<file path="config.mk">
export PLATFORM = sky130hd
export DESIGN_NAME = vga_frame_arbiter
export DESIGN_NICKNAME = d
export VERILOG_FILES = /design/src/rtl/vga_pkg.sv /design/src/rtl/vga_frame_arbiter_rr_arbiter.sv /design/src/rtl/vga_frame_arbiter.sv
export SDC_FILE = /design/constraint.sdc
export NUM_CORES = 1
export LEC_CHECK = 0
export CAP_MARGIN = 20
export CORE_ASPECT_RATIO = 1.5
export CORE_MARGIN = 2
export CORE_UTILIZATION = 55
export CTS_BUF_LIST = sky130_fd_sc_hd__clkbuf_2 sky130_fd_sc_hd__clkbuf_4 sky130_fd_sc_hd__clkbuf_8
export DETAILED_ROUTE_END_ITERATION = 7
export DONT_BUFFER_PORTS = 1
export PLACE_DENSITY = 0.73
export SYNTH_ARGS = -nofsm -noshare
export SYNTH_HDL_FRONTEND = slang
export SYNTH_HIERARCHICAL = 1
export SYNTH_SLANG_ARGS = --single-unit
</file>
<file path="constraint.sdc">
create_clock -name clk -period 2.65 [get_ports clk]
set_input_delay 0.1325 -clock clk [delete_from_list [all_inputs] [get_ports clk]]
set_output_delay 0.1325 -clock clk [all_outputs]
set_load 0.02 [all_outputs]
</file>
<file path="src/rtl/vga_pkg.sv">
// vga_pkg: shared video timing defaults and arbiter state encoding.
// Used by vga_sync and vga_frame_arbiter.
package vga_pkg;

  localparam int CD_DEF = 12;
  localparam int HD_DEF = 640;
  localparam int VD_DEF = 480;

  typedef enum logic [1:0] {
    ARB    = 2'd0,
    SOF    = 2'd1,
    STREAM = 2'd2
  } arb_state_t;

  // Active pixels in one frame.
  function automatic int frame_px(input int hd, input int vd);
    return hd * vd;
  endfunction

endpackage

</file>
<file path="src/rtl/vga_frame_arbiter_rr_arbiter.sv">
// rr_arbiter: combinational round-robin / fixed-priority picker.
// Pointer state lives in the parent; this block only searches.
module rr_arbiter #(
  parameter int NSRC = 4,
  parameter int IW   = $clog2(NSRC)
) (
  input  logic [NSRC-1:0] i_req,
  input  logic [IW-1:0]   i_ptr,
  input  logic            i_prio,
  output logic [NSRC-1:0] o_gnt_oh,
  output logic [IW-1:0]   o_gnt_idx,
  output logic            o_any
);

  logic [IW:0] w_base;
  logic [IW:0] w_sum;
  logic [IW-1:0] w_idx;

  // Scan requests starting at the pointer (or 0 in priority mode).
  always_comb begin
    o_gnt_oh  = '0;
    o_gnt_idx = '0;
    o_any     = 1'b0;
    w_base    = i_prio ? '0 : {1'b0, i_ptr};
    w_sum     = '0;
    w_idx     = '0;
    for (int i = 0; i < NSRC; i++) begin
      w_sum = w_base + (IW+1)'(i);
      if (w_sum >= (IW+1)'(NSRC))
        w_sum = w_sum - (IW+1)'(NSRC);
      w_idx = w_sum[IW-1:0];
      if (!o_any && i_req[w_idx]) begin
        o_any           = 1'b1;
        o_gnt_idx       = w_idx;
        o_gnt_oh[w_idx] = 1'b1;
      end
    end
  end

endmodule

</file>
<file path="src/rtl/vga_frame_arbiter.sv">
// vga_frame_arbiter: grants one pixel source per frame and feeds
// its stream, with start flag and underflow fill, to vga_sync.
module vga_frame_arbiter
  import vga_pkg::*;
#(
  parameter int          CD   = CD_DEF,
  parameter int          NSRC = 4,
  parameter int          HD   = HD_DEF,
  parameter int          VD   = VD_DEF,
  parameter logic [CD-1:0] FILL = '0
) (
  input  logic                     clk,
  input  logic                     reset,
  input  logic [NSRC*CD-1:0]       src_data,
  input  logic [NSRC-1:0]          src_valid,
  output logic [NSRC-1:0]          src_ready,
  input  logic [NSRC-1:0]          src_req,
  input  logic                     prio_mode,
  input  logic                     force_en,
  input  logic [$clog2(NSRC)-1:0]  force_sel,
  output logic [CD:0]              vga_so_data,
  output logic                     vga_so_valid,
  input  logic                     vga_so_ready,
  output logic                     grant_vld,
  output logic [$clog2(NSRC)-1:0]  grant_idx,
  output logic                     frame_done,
  output logic [15:0]              underflow_cnt
);

  localparam int IW  = $clog2(NSRC);
  localparam int NPX = frame_px(HD, VD);
  localparam int CW  = $clog2(NPX + 1);

  arb_state_t      r_state;
  logic            r_grant_vld;
  logic [IW-1:0]   r_grant_idx;
  logic [NSRC-1:0] r_grant_oh;
  logic [IW-1:0]   r_rr_ptr;
  logic [CW-1:0]   r_cnt;
  logic [15:0]     r_uf_cnt;
  logic            r_frame_done;

  logic [NSRC-1:0] w_arb_oh;
  logic [IW-1:0]   w_arb_idx;
  logic            w_arb_any;

  logic            w_force_ok;
  logic            w_nxt_vld;
  logic [IW-1:0]   w_nxt_idx;
  logic [NSRC-1:0] w_nxt_oh;
  logic [IW-1:0]   w_ptr_nxt;

  logic            w_act;
  logic            w_consume;
  logic            w_last;
  logic            w_g_valid;
  logic [CD-1:0]   w_g_data;
  logic [CD-1:0]   w_pix;
  logic            w_uf;

  rr_arbiter #(
    .NSRC (NSRC),
    .IW   (IW)
  ) u_rr (
    .i_req     (src_req),
    .i_ptr     (r_rr_ptr),
    .i_prio    (prio_mode),
    .o_gnt_oh  (w_arb_oh),
    .o_gnt_idx (w_arb_idx),
    .o_any     (w_arb_any)
  );

  // Candidate grant for the next frame; force overrides arbitration.
  always_comb begin
    w_force_ok = ({1'b0, force_sel} < (IW+1)'(NSRC));
    w_nxt_vld  = w_arb_any;
    w_nxt_idx  = w_arb_idx;
    w_nxt_oh   = w_arb_oh;
    if (force_en) begin
      w_nxt_vld = w_force_ok;
      w_nxt_idx = force_sel;
      w_nxt_oh  = w_force_ok ? (NSRC'(1) << force_sel) : '0;
    end
  end

  // Pointer moves to the slot after the source that just finished.
  always_comb begin
    w_ptr_nxt = '0;
    if (r_grant_idx != IW'(NSRC - 1))
      w_ptr_nxt = r_grant_idx + IW'(1);
  end

  // Pixel mux: granted source when it has data, otherwise fill.
  always_comb begin
    w_act     = (r_state != ARB);
    w_consume = w_act & vga_so_ready;
    w_last    = (r_cnt == CW'(NPX - 1));
    w_g_valid = r_grant_vld & |(src_valid & r_grant_oh);
    w_g_data  = src_data[int'(r_grant_idx)*CD +: CD];
    w_pix     = w_g_valid ? w_g_data : FILL;
    w_uf      = w_consume & r_grant_vld & ~w_g_valid;
    vga_so_valid = w_act;
    vga_so_data  = w_act ? {w_pix, r_state == SOF}
                         : {FILL, 1'b0};
    src_ready = r_grant_oh &
                {NSRC{w_consume & r_grant_vld}};
  end

  // Frame FSM: latch grant in ARB, count consumed pixels to frame end.
  always_ff @(posedge clk or posedge reset) begin
    if (reset) begin
      r_state      <= ARB;
      r_grant_vld  <= 1'b0;
      r_grant_idx  <= '0;
      r_grant_oh   <= '0;
      r_rr_ptr     <= '0;
      r_cnt        <= '0;
      r_frame_done <= 1'b0;
    end else begin
      r_frame_done <= 1'b0;
      unique case (r_state)
        ARB: begin
          r_grant_vld <= w_nxt_vld;
          r_grant_idx <= w_nxt_idx;
          r_grant_oh  <= w_nxt_oh;
          r_cnt       <= '0;
          r_state     <= SOF;
        end
        SOF, STREAM: begin
          if (w_consume) begin
            if (w_last) begin
              r_cnt        <= '0;
              r_state      <= ARB;
              r_frame_done <= 1'b1;
              if (r_grant_vld)
                r_rr_ptr <= w_ptr_nxt;
            end else begin
              r_cnt   <= r_cnt + CW'(1);
              r_state <= STREAM;
            end
          end
        end
        default: r_state <= ARB;
      endcase
    end
  end

  // Saturating count of fill pixels sent on behalf of a granted source.
  always_ff @(posedge clk or posedge reset) begin
    if (reset)
      r_uf_cnt <= '0;
    else if (w_uf && r_uf_cnt != 16'hFFFF)
      r_uf_cnt <= r_uf_cnt + 16'd1;
  end

  assign grant_vld     = r_grant_vld;
  assign grant_idx     = r_grant_idx;
  assign frame_done    = r_frame_done;
  assign underflow_cnt = r_uf_cnt;

endmodule
</file>
==> results.yml, run 1 <==
synth:
  synthArstFlopShare: 1.00
  ys.flop_type: "dfrtp_1"
  syn_inst: 365
  synth_top_area_cell: "dfrtp_1"
  ys_types: 60
  syn-num-nets: 434
  synth-seq-area-share: 0.351
  synth.area.top_cells: "dfrtp_1 (35%), mux4_2 (8.1%), nand3_1 (4.2%)"
  yosysTopAreaCellShare: 0.351
  avgSynthCellArea_um2: 9.18
  yosys_warnings: 6
  ys_ff_latch: 47
  synth_edf_count: 0
  netlist_area_um2: 3350
pwr:
  powerDensity_nw_per_um2: 764
  p_leak_nw: 1.44
  ir_worst_vdd_v: 0.000464
route:
  drtIter0Drc: 162
  wire_per_inst_um: 18.4
  postRouteWirelength_mm: 8.11
  postRouteAntennaNets: 0
  post-route-drc-count: 0
  vias: 2872
  via_per_inst: 6.53
  drt_first_pass_iters: 4
floorplan:
  io_pins: 101
  die_h_um: 99.6
  core_um2: 5830
  core.rowCount: 34
  dieWidth_um: 67.7
  start_util: 0.575
  fp.dieArea_um2: 6750
finish:
  final_layout_size_suffix_gt1_frac: 0.130
  layout_commonest_cell: "dfrtp_1"
  post-route-util: 0.613
  diodes: 0
  area_delta_synth_final_pct: 6.61
  final_cell_mix: "dfrtp_1 (47), nand2_1 (31), nor2_1 (29)"
  nNetsFinal: 436
worst_setup_path:
  path_max_fanout: 18
  crit_buf_inv: 2
  critPathKind: "flip-flop to output pin"
  critPathMaxStageDelay_ns: 0.51
  reg2reg_from: "r_state[0]$_DFFE_PP0P_"
  cp_top_family: "simple AND/OR/NAND/NOR gates"
  timing.rr.end: "r_cnt[15]$_DFFE_PP0P_"
  crit_top_cell: "inv_1"
  rrSetupSlack_ns: 0.38
  path_cells: "inv_1 -> ha_1 -> inv_1 -> nand3_1 -> nor2b_1"
  critPathLaunchType: "flip-flop"
  arrival_ns: 2.41
  required_ns: 2.52
  crit_path_end_kind: "output pin"
  slowest_stage: "nor2b_1"
  ff2ff_path_depth: 8
hold_path:
  hold_depth: 2
  hp-start: "force_sel[1]"
  worstHoldEndpoint: "r_grant_oh[2]$_DFFE_PP0P_"
  hp-class: "input port to flip-flop"
global_routing:
  grt_pass1_wl_mm: 13.1
  antenna_found_initial: 0
  track_usage: 0.247
  grt_start_max_net_pins: 48
  gr-usage-met1: 0.284
  met2_usage: 0.428
  grt_pass1_vias: 2846
  gr-total-overflow: 0
  top_usage_layer: "met2"
  met3_usage: 0.0509
sta:
  slew_violations: 0
  whs_ns: 0.0102
  period_minus_slack_ns: 2.54
  max_freq_mhz: 393
  slew_headroom: 0.510
  clock-skew-final_ns: 0.0152
  tightestPinTransition_ns: 0.736
  rsz0062_at_grt: "yes"
  hold_viol: 0
  setup_viol_count_final: 0
  period_share: 0.959
placed_design:
  port_buffers: 0
  globalplace.congestion: 0.982
  dp_hpwl_mm: 6.03
clock_network:
  clkTransAtPathRegs_ns: 0.10
  cts_tree: "built"
  postCtsSetupBuffers: 0
  clk_latency_ns: 0.31
  cts_resized: 0
  clkSinkCount: 47
  cts_buffer_depth: 2
  htreeDepth: 2
  cts_buffers: 5
  root_buffer: "clkbuf_8"
outcome:
  status: "finished, final reports clean"
run:
  cap_violations: 0
## metrics by stage
stage	total power, mW	instances	setup TNS, ns	cell area (um^2)	setup WS, ns
global route	2.92	440	-0.648	3570	-0.0739
finish	2.73	440	0	3570	0.108
floorplan	2.04	365	0	3350	0.636
global placement	2.23	427	0	3410	0.463
detailed placement	2.27	427	0	3410	0.410
CTS	2.75	439	0	3550	0.0915
## worst max-delay path by stage
stage	end	cells past startpoint	from
after floorplan	underflow_cnt[14]$_DFFE_PP0P_	6	underflow_cnt[0]$_DFFE_PP0P_
after global placement	r_grant_oh[1]$_DFFE_PP0P_	7	r_rr_ptr[1]$_DFFE_PP0P_
after detailed placement	r_cnt[15]$_DFFE_PP0P_	8	r_state[0]$_DFFE_PP0P_
after CTS	vga_so_data[9]	5	r_state[0]$_DFFE_PP0P_
after global routing	vga_so_data[9]	5	r_state[0]$_DFFE_PP0P_
final	vga_so_data[9]	5	r_state[0]$_DFFE_PP0P_
## synth_stat cells (all sizes together) (2+ instances only)
library cell  count
a211o             3
a21o              2
a21oi            20
a221oi            3
a22oi             3
a31oi             4
and3              9
buf              10
clkbuf            8
dfrtp            47
ha                6
inv              15
mux2              7
mux2i            10
mux4             12
nand2            31
nand2b            6
nand3            28
nand3b            3
nand4            11
nor2             29
nor2b            15
nor3              9
nor4              5
nor4bb            2
o211ai            2
o21ai            18
o221ai            3
o32ai             2
or2               2
or3               6
or3b              3
xnor2             5
xor2             11
## what timing repair did
| item | CTS | global route |
|---|---|---|
| hold buffers | 4 | 0 |
| endpoints found under the hold margin | 50 | 0 |
| setup endpoints to repair | 0 | 12 |
## cells by family (layout without fill, tap and decap cells)
family,after synthesis,count (layout),share of synthesized area
adders and majority gates,6,6,0.0224
muxes,29,29,0.135
and+or+nand+nor,165,165,0.264
xor gates and xnor gates,16,16,0.0418
DFF,47,47,0.351
buffers and inverters,33,36,0.0429
AOI/OAI and AO/OA,69,69,0.143
## area by class of cell
cell class	count	area, um^2
Fill cell	486	2250
Multi-Input combinational cell	285	2030
Sequential cell	47	1180
Timing Repair Buffer	13	120
Tap cell	72	90.1
Clock buffer	6	82.6
Inverter	15	56.3
Clock inverter	2	16.3
## report_power, final
group | total, mW | internal [mW] | switching (mW)
sequential | 1.04 | 0.821 | 0.219
clock | 0.469 | 0.213 | 0.256
combinational | 1.22 | 0.492 | 0.728
total | 2.73 | 1.53 | 1.20
## registers in the layout, summed over array words and instances, names as in the netlist
register,count
frame_done,1
grant_idx,2
grant_vld,1
r_cnt,19
r_grant_oh,4
r_rr_ptr,2
r_state,2
underflow_cnt,16
## metal layers
layer | part of all wire | routed length (um)
met5 | 0 | 0
met4 | 0.035 | 283
met3 | 0.066 | 535
met2 | 0.53 | 4270
met1 | 0.37 | 3020
Power figures use the tool's default switching activity.
==> inputs of run 2 (changes only) <==
ABC_AREA = 1   (was default)
==> results.yml, run 2 <==
finish:
  largest-register: "r_cnt"
  area_delta_synth_final_pct: 3.84
  nNetsFinal: 660
  final_layout_size_suffix_gt1_frac: 0.103
  fillCellCount: 671
  multi_input_area_um2: 2330
  final_cell_mix: "nand2_1 (170), nor2_1 (101), inv_1 (49)"
  post-route-util: 0.587
  largest_reg_flops: 19
  diodes: 0
  layout_commonest_cell: "nand2_1"
  seqCellArea_um2: 1180
worst_setup_path:
  path_max_fanout: 14
  path_cells: "inv_1 -> ha_1 -> inv_2 -> nand3_1 -> a21oi_1"
  critPathMaxStageDelay_ns: 0.54
  reg2reg_from: "r_state[0]$_DFFE_PP0P_"
  critPathLaunchType: "flip-flop"
  slowest_stage: "a21oi_1"
  ff2ff_path_depth: 11
  cp-startpoint: "r_state[0]$_DFFE_PP0P_"
  required_ns: 2.52
  timing.rr.end: "underflow_cnt[5]$_DFFE_PP0P_"
  critPathKind: "flip-flop to output pin"
  rrSetupSlack_ns: 0.57
  crit_path_end_kind: "output pin"
  arrival_ns: 2.24
  crit_end: "vga_so_data[12]"
pwr:
  p_leak_nw: 1.87
  p_sw_mw: 1.36
  seqPwrFrac: 0.377
  powerDensity_nw_per_um2: 680
  sw_frac_of_total: 0.500
  power_frac_comb: 0.462
  ir_worst_vdd_v: 0.000426
  pwr-share-clk: 0.161
  p_int_mw: 1.36
clock_network:
  postCtsSetupBuffers: 0
  cts_buffers: 5
  clkTransAtPathRegs_ns: 0.09
  root_buffer: "clkbuf_8"
  cts_tree: "built"
  clkSinkCount: 47
  cts_buffer_depth: 2
  clk_latency_ns: 0.31
  cts_resized: 0
  htreeDepth: 2
synth:
  post-synth-top-count-cell: "nand2_1"
  syn_inst: 593
  synthTopCellsByCount: "nand2_1 (170), nor2_1 (101), inv_1 (50)"
  syn-num-nets: 662
  synth.area.top_cells: "dfrtp_1 (31%), nand2_1 (17%), nor2_1 (9.9%)"
  ys_ff_latch: 47
  yosysTopAreaCellShare: 0.306
  synth_edf_count: 0
  ys_types: 35
  synth-seq-area-share: 0.306
  avgSynthCellArea_um2: 6.48
  yosys_warnings: 6
  synth_top_area_cell: "dfrtp_1"
  ys.flop_type: "dfrtp_1"
  synthArstFlopShare: 1.00
  netlist_area_um2: 3840
sta:
  slew_headroom: 0.476
  setup_viol_count_final: 0
  hold_viol: 0
  period_share: 0.896
  rsz0062_at_grt: "no"
  period_minus_slack_ns: 2.38
  tightestPinTransition_ns: 0.786
  clock-skew-final_ns: 0.00430
  slew_violations: 0
  fin_setup_tns_ns: 0
  max_freq_mhz: 421
global_routing:
  antenna_found_initial: 0
  grt_pass1_vias: 3455
  track_usage: 0.249
  grt_start_max_net_pins: 48
  grt_pass1_wl_mm: 15.4
  gr-total-overflow: 0
route:
  topRoutingLayerUsed: "met4"
  post-route-drc-count: 0
  routedLengthMet1_mm: 3.72
  dr_wl_met2_mm: 5.05
  postRouteWirelength_mm: 9.38
  wire_per_inst_um: 14.0
  dr_wl_met3_um: 410
  drt_first_pass_iters: 4
  drtIter0Drc: 237
  vias: 3701
  via_per_inst: 5.53
  postRouteAntennaNets: 0
floorplan:
  io_pins: 101
  fp.dieArea_um2: 7690
  dieWidth_um: 72.3
  die_h_um: 106
  core.rowCount: 37
  core_um2: 6810
  start_util: 0.565
placed_design:
  globalplace.congestion: 0.862
  dp_hpwl_mm: 7.05
  port_buffers: 0
run:
  cap_violations: 0
hold_path:
  hold_depth: 2
  hp-class: "input port to flip-flop"
outcome:
  status: "finished, final reports clean"
-- run 2: cell count changes after synthesis, moves of 12 or more --
cell and delta:
inv_1 +36, mux4_2 -12, nand2_1 +139, nand2_2 +18
nor2_1 +72, nor2b_1 -15, o21ai_0 +15, o21ai_1 +13
-- run 2: cells by family after synthesis --
| family | count (synthesis) | synth area share |
|---|---|---|
| flops | 47 | 0.306 |
| compound gates | 73 | 0.104 |
| fa+ha+maj | 6 | 0.0195 |
| simple gates | 368 | 0.434 |
| buf+inv | 77 | 0.0869 |
| xor+xnor | 22 | 0.0501 |
-- run 2: worst min path at each step --
stage | startpoint | to | slack (ns)
3_3_place_gp | force_sel[0] | r_grant_oh[3]$_DFFE_PP0P_ | 0.29
3_5_place_dp | force_sel[0] | r_grant_oh[3]$_DFFE_PP0P_ | 0.29
4_1_cts | force_en | grant_vld$_DFFE_PP0P_ | 0.01
5_1_grt | force_en | grant_vld$_DFFE_PP0P_ | 0.02
2_1_floorplan | force_sel[0] | r_grant_oh[3]$_DFFE_PP0P_ | 0.28
6_report | force_en | grant_vld$_DFFE_PP0P_ | 0.01
-- run 2: worst max-delay path, delay by kind of cell, from the launching register on --
kind                       cells  cell delay, ns
AOI/OAI and AO/OA              1            0.54
adders and majority gates      1            0.26
buffers and inverters          2            0.35
DFF                            1            0.38
and+or+nand+nor                1            0.40
-- run 2: layer usage --
layer	vias up	track usage
li1	1877	-
met1	1711	0.276
met2	100	0.459
met3	13	0.0521
met4	0	0.0849
met5	-	0
-- run 2: final cells by class --
type | instances | share of cell area
well taps | 78 | 0.0245
flip-flops and latches | 47 | 0.295
clock buffers | 5 | 0.0172
inverters | 61 | 0.0574
multi-input cells | 469 | 0.585
clock inverters | 2 | 0.00345
repair buffers | 7 | 0.0182
-- run 2: power groups by stage --
stage	Combinational [mW]	Clock (mW)	Sequential (mW)
global route	1.41	0.478	1.04
finish	1.25	0.437	1.02
floorplan	1.07	0	0.982
global placement	1.23	0	1.03
detailed placement	1.25	0	1.04
CTS	1.26	0.451	1.02
-- run 2: what timing repair did --
item                       in CTS  in global routing
hold buffers                    3                  0
setup endpoints to repair       0                  0
hold endpoints to repair       49                  0
-- run 2: per-stage QoR --
step | total power, mW | setup slack [ns] | instance area, um^2 | instances | hold slack, ns
final | 2.71 | 0.274 | 3990 | 669 | 0.0136
after detailed placement | 2.29 | 0.586 | 3860 | 658 | 0.295
after CTS | 2.74 | 0.229 | 3970 | 668 | 0.0146
after global placement | 2.26 | 0.614 | 3860 | 658 | 0.294
after global routing | 2.93 | 0.0841 | 3990 | 669 | 0.0207
after floorplan | 2.05 | 0.977 | 3840 | 593 | 0.280
==> inputs of run 3 (changes only) <==
SETUP_SLACK_MARGIN = 0.3   (was default)
==> results.yml, run 3 (synthesis gave the netlist of run 2 again) <==
outcome:
  status: "finished, final reports clean"
worst_setup_path:
  ff2ff_path_depth: 11
  cp-startpoint: "r_state[0]$_DFFE_PP0P_"
  crit_end: "src_ready[2]"
  crit_top_cell: "inv_2"
  timing.rr.end: "underflow_cnt[3]$_DFFE_PP0P_"
  path_max_fanout: 14
  critPathKind: "flip-flop to output pin"
  crit_buf_inv: 3
  cp_top_family: "simple AND/OR/NAND/NOR gates"
  reg2reg_from: "r_state[0]$_DFFE_PP0P_"
  critPathLaunchType: "flip-flop"
  critPathMaxStageDelay_ns: 0.41
  arrival_ns: 2.03
  slowest_stage: "nor2_1"
  path_cells: "inv_1 -> ha_1 -> inv_2 -> nand2_2 -> nor2_2 -> inv_2 -> nor2_1"
  required_ns: 2.52
  crit_path_end_kind: "output pin"
  path_depth: 7
  rrSetupSlack_ns: 0.55
route:
  postRouteWirelength_mm: 9.50
  postRouteAntennaNets: 0
  dr_wl_met2_mm: 5.07
  via_per_inst: 5.55
  routedLengthMet1_mm: 3.80
  topRoutingLayerUsed: "met4"
  vias: 3711
  wire_per_inst_um: 14.2
  post-route-drc-count: 0
  drtIter0Drc: 211
  drt_first_pass_iters: 4
  dr_wl_met3_um: 423
run:
  cap_violations: 0
global_routing:
  antenna_found_initial: 0
  grt_start_max_net_pins: 48
  gr-total-overflow: 0
  track_usage: 0.249
  grt_pass1_wl_mm: 15.4
  grt_pass1_vias: 3455
clock_network:
  clk_latency_ns: 0.31
  cts_tree: "built"
  clkTransAtPathRegs_ns: 0.09
  postCtsSetupBuffers: 0
  clkSinkCount: 47
  cts_buffer_depth: 2
  htreeDepth: 2
  root_buffer: "clkbuf_8"
  cts_buffers: 5
floorplan:
  start_util: 0.565
  core.rowCount: 37
  die_h_um: 106
  fp.dieArea_um2: 7690
  io_pins: 101
  core_um2: 6810
  dieWidth_um: 72.3
placed_design:
  globalplace.congestion: 0.862
  port_buffers: 0
  dp_hpwl_mm: 7.05
sta:
  clock-skew-final_ns: 0.00395
  period_minus_slack_ns: 2.16
  period_share: 0.816
  slew_violations: 0
  slew_headroom: 0.657
  tightestPinTransition_ns: 0.513
  max_freq_mhz: 463
  hold_viol: 0
  setup_viol_count_final: 0
  fin_setup_tns_ns: 0
  rsz0062_at_grt: "no"
finish:
  area_delta_synth_final_pct: 5.37
  final_layout_size_suffix_gt1_frac: 0.127
  nNetsFinal: 660
  fillCellCount: 666
  diodes: 0
  final_cell_mix: "nand2_1 (170), nor2_1 (101), inv_1 (49)"
  largest-register: "r_cnt"
  largest_reg_flops: 19
  layout_commonest_cell: "nand2_1"
  multi_input_area_um2: 2390
  seqCellArea_um2: 1180
pwr:
  p_leak_nw: 1.87
  finalPower_mw: 2.81
  powerDensity_nw_per_um2: 695
  ir_worst_vdd_v: 0.000454
hold_path:
  hp-class: "input port to flip-flop"
run 3: power by group:
| group | leakage [nW] | switching (mW) | internal (mW) |
|---|---|---|---|
| clock network | 0.0440 | 0.254 | 0.181 |
| registers | 0.633 | 0.211 | 0.819 |
| logic | 1.19 | 0.967 | 0.384 |
run 3: worst min-delay path by stage:
stage / start / end / slack (ns) / depth (start not counted)
after floorplan: force_sel[0] / r_grant_oh[3]$_DFFE_PP0P_ / 0.28 / 2
after global placement: force_sel[0] / r_grant_oh[3]$_DFFE_PP0P_ / 0.29 / 2
after detailed placement: force_sel[0] / r_grant_oh[3]$_DFFE_PP0P_ / 0.29 / 2
after CTS: force_en / grant_vld$_DFFE_PP0P_ / 0.01 / 2
after global routing: force_en / grant_vld$_DFFE_PP0P_ / 0.02 / 2
final: force_en / grant_vld$_DFFE_PP0P_ / 0.01 / 2
run 3: layout make-up:
type / count / share of cell area
clock buffer: 5 / 0.0170
clock inverter: 2 / 0.00340
inverter: 61 / 0.0565
multi-input combinational: 469 / 0.590
sequential: 47 / 0.291
tap: 78 / 0.0241
timing repair buffer: 7 / 0.0179
run 3: metal layers:
layer  vias to the layer above  GRT usage
met3                        14     0.0521
met2                        88      0.459
met4                         0     0.0849
met5                         -          0
met1                      1734      0.276
li1                       1875          -
run 3: what timing repair did:
action,4_1_cts,5_1_grt
hold buffers,3,0
gates resized for setup,0,15
endpoints found under the hold margin,49,0
endpoints found under the setup margin,12,12
run 3: worst reg2reg max path: cells and delay by family, from the launching register on:
family	cells	cell delay [ns]
compound gates	1	0.36
fa+ha+maj	1	0.27
buf+inv	4	0.51
flops	1	0.38
simple gates	5	0.53
run 3: per-stage QoR:
stage / instances / area [um^2] / setup WS (ns) / hold WS (ns) / utilization
after floorplan: 593 / 3840 / 0.977 / 0.280 / -
final: 669 / 4050 / 0.488 / 0.0146 / 0.595
after CTS: 668 / 3970 / 0.229 / 0.0146 / 0.584
after detailed placement: 658 / 3860 / 0.586 / 0.295 / 0.567
after global placement: 658 / 3860 / 0.614 / 0.294 / 0.567
after global routing: 669 / 4050 / 0.330 / 0.0207 / 0.595
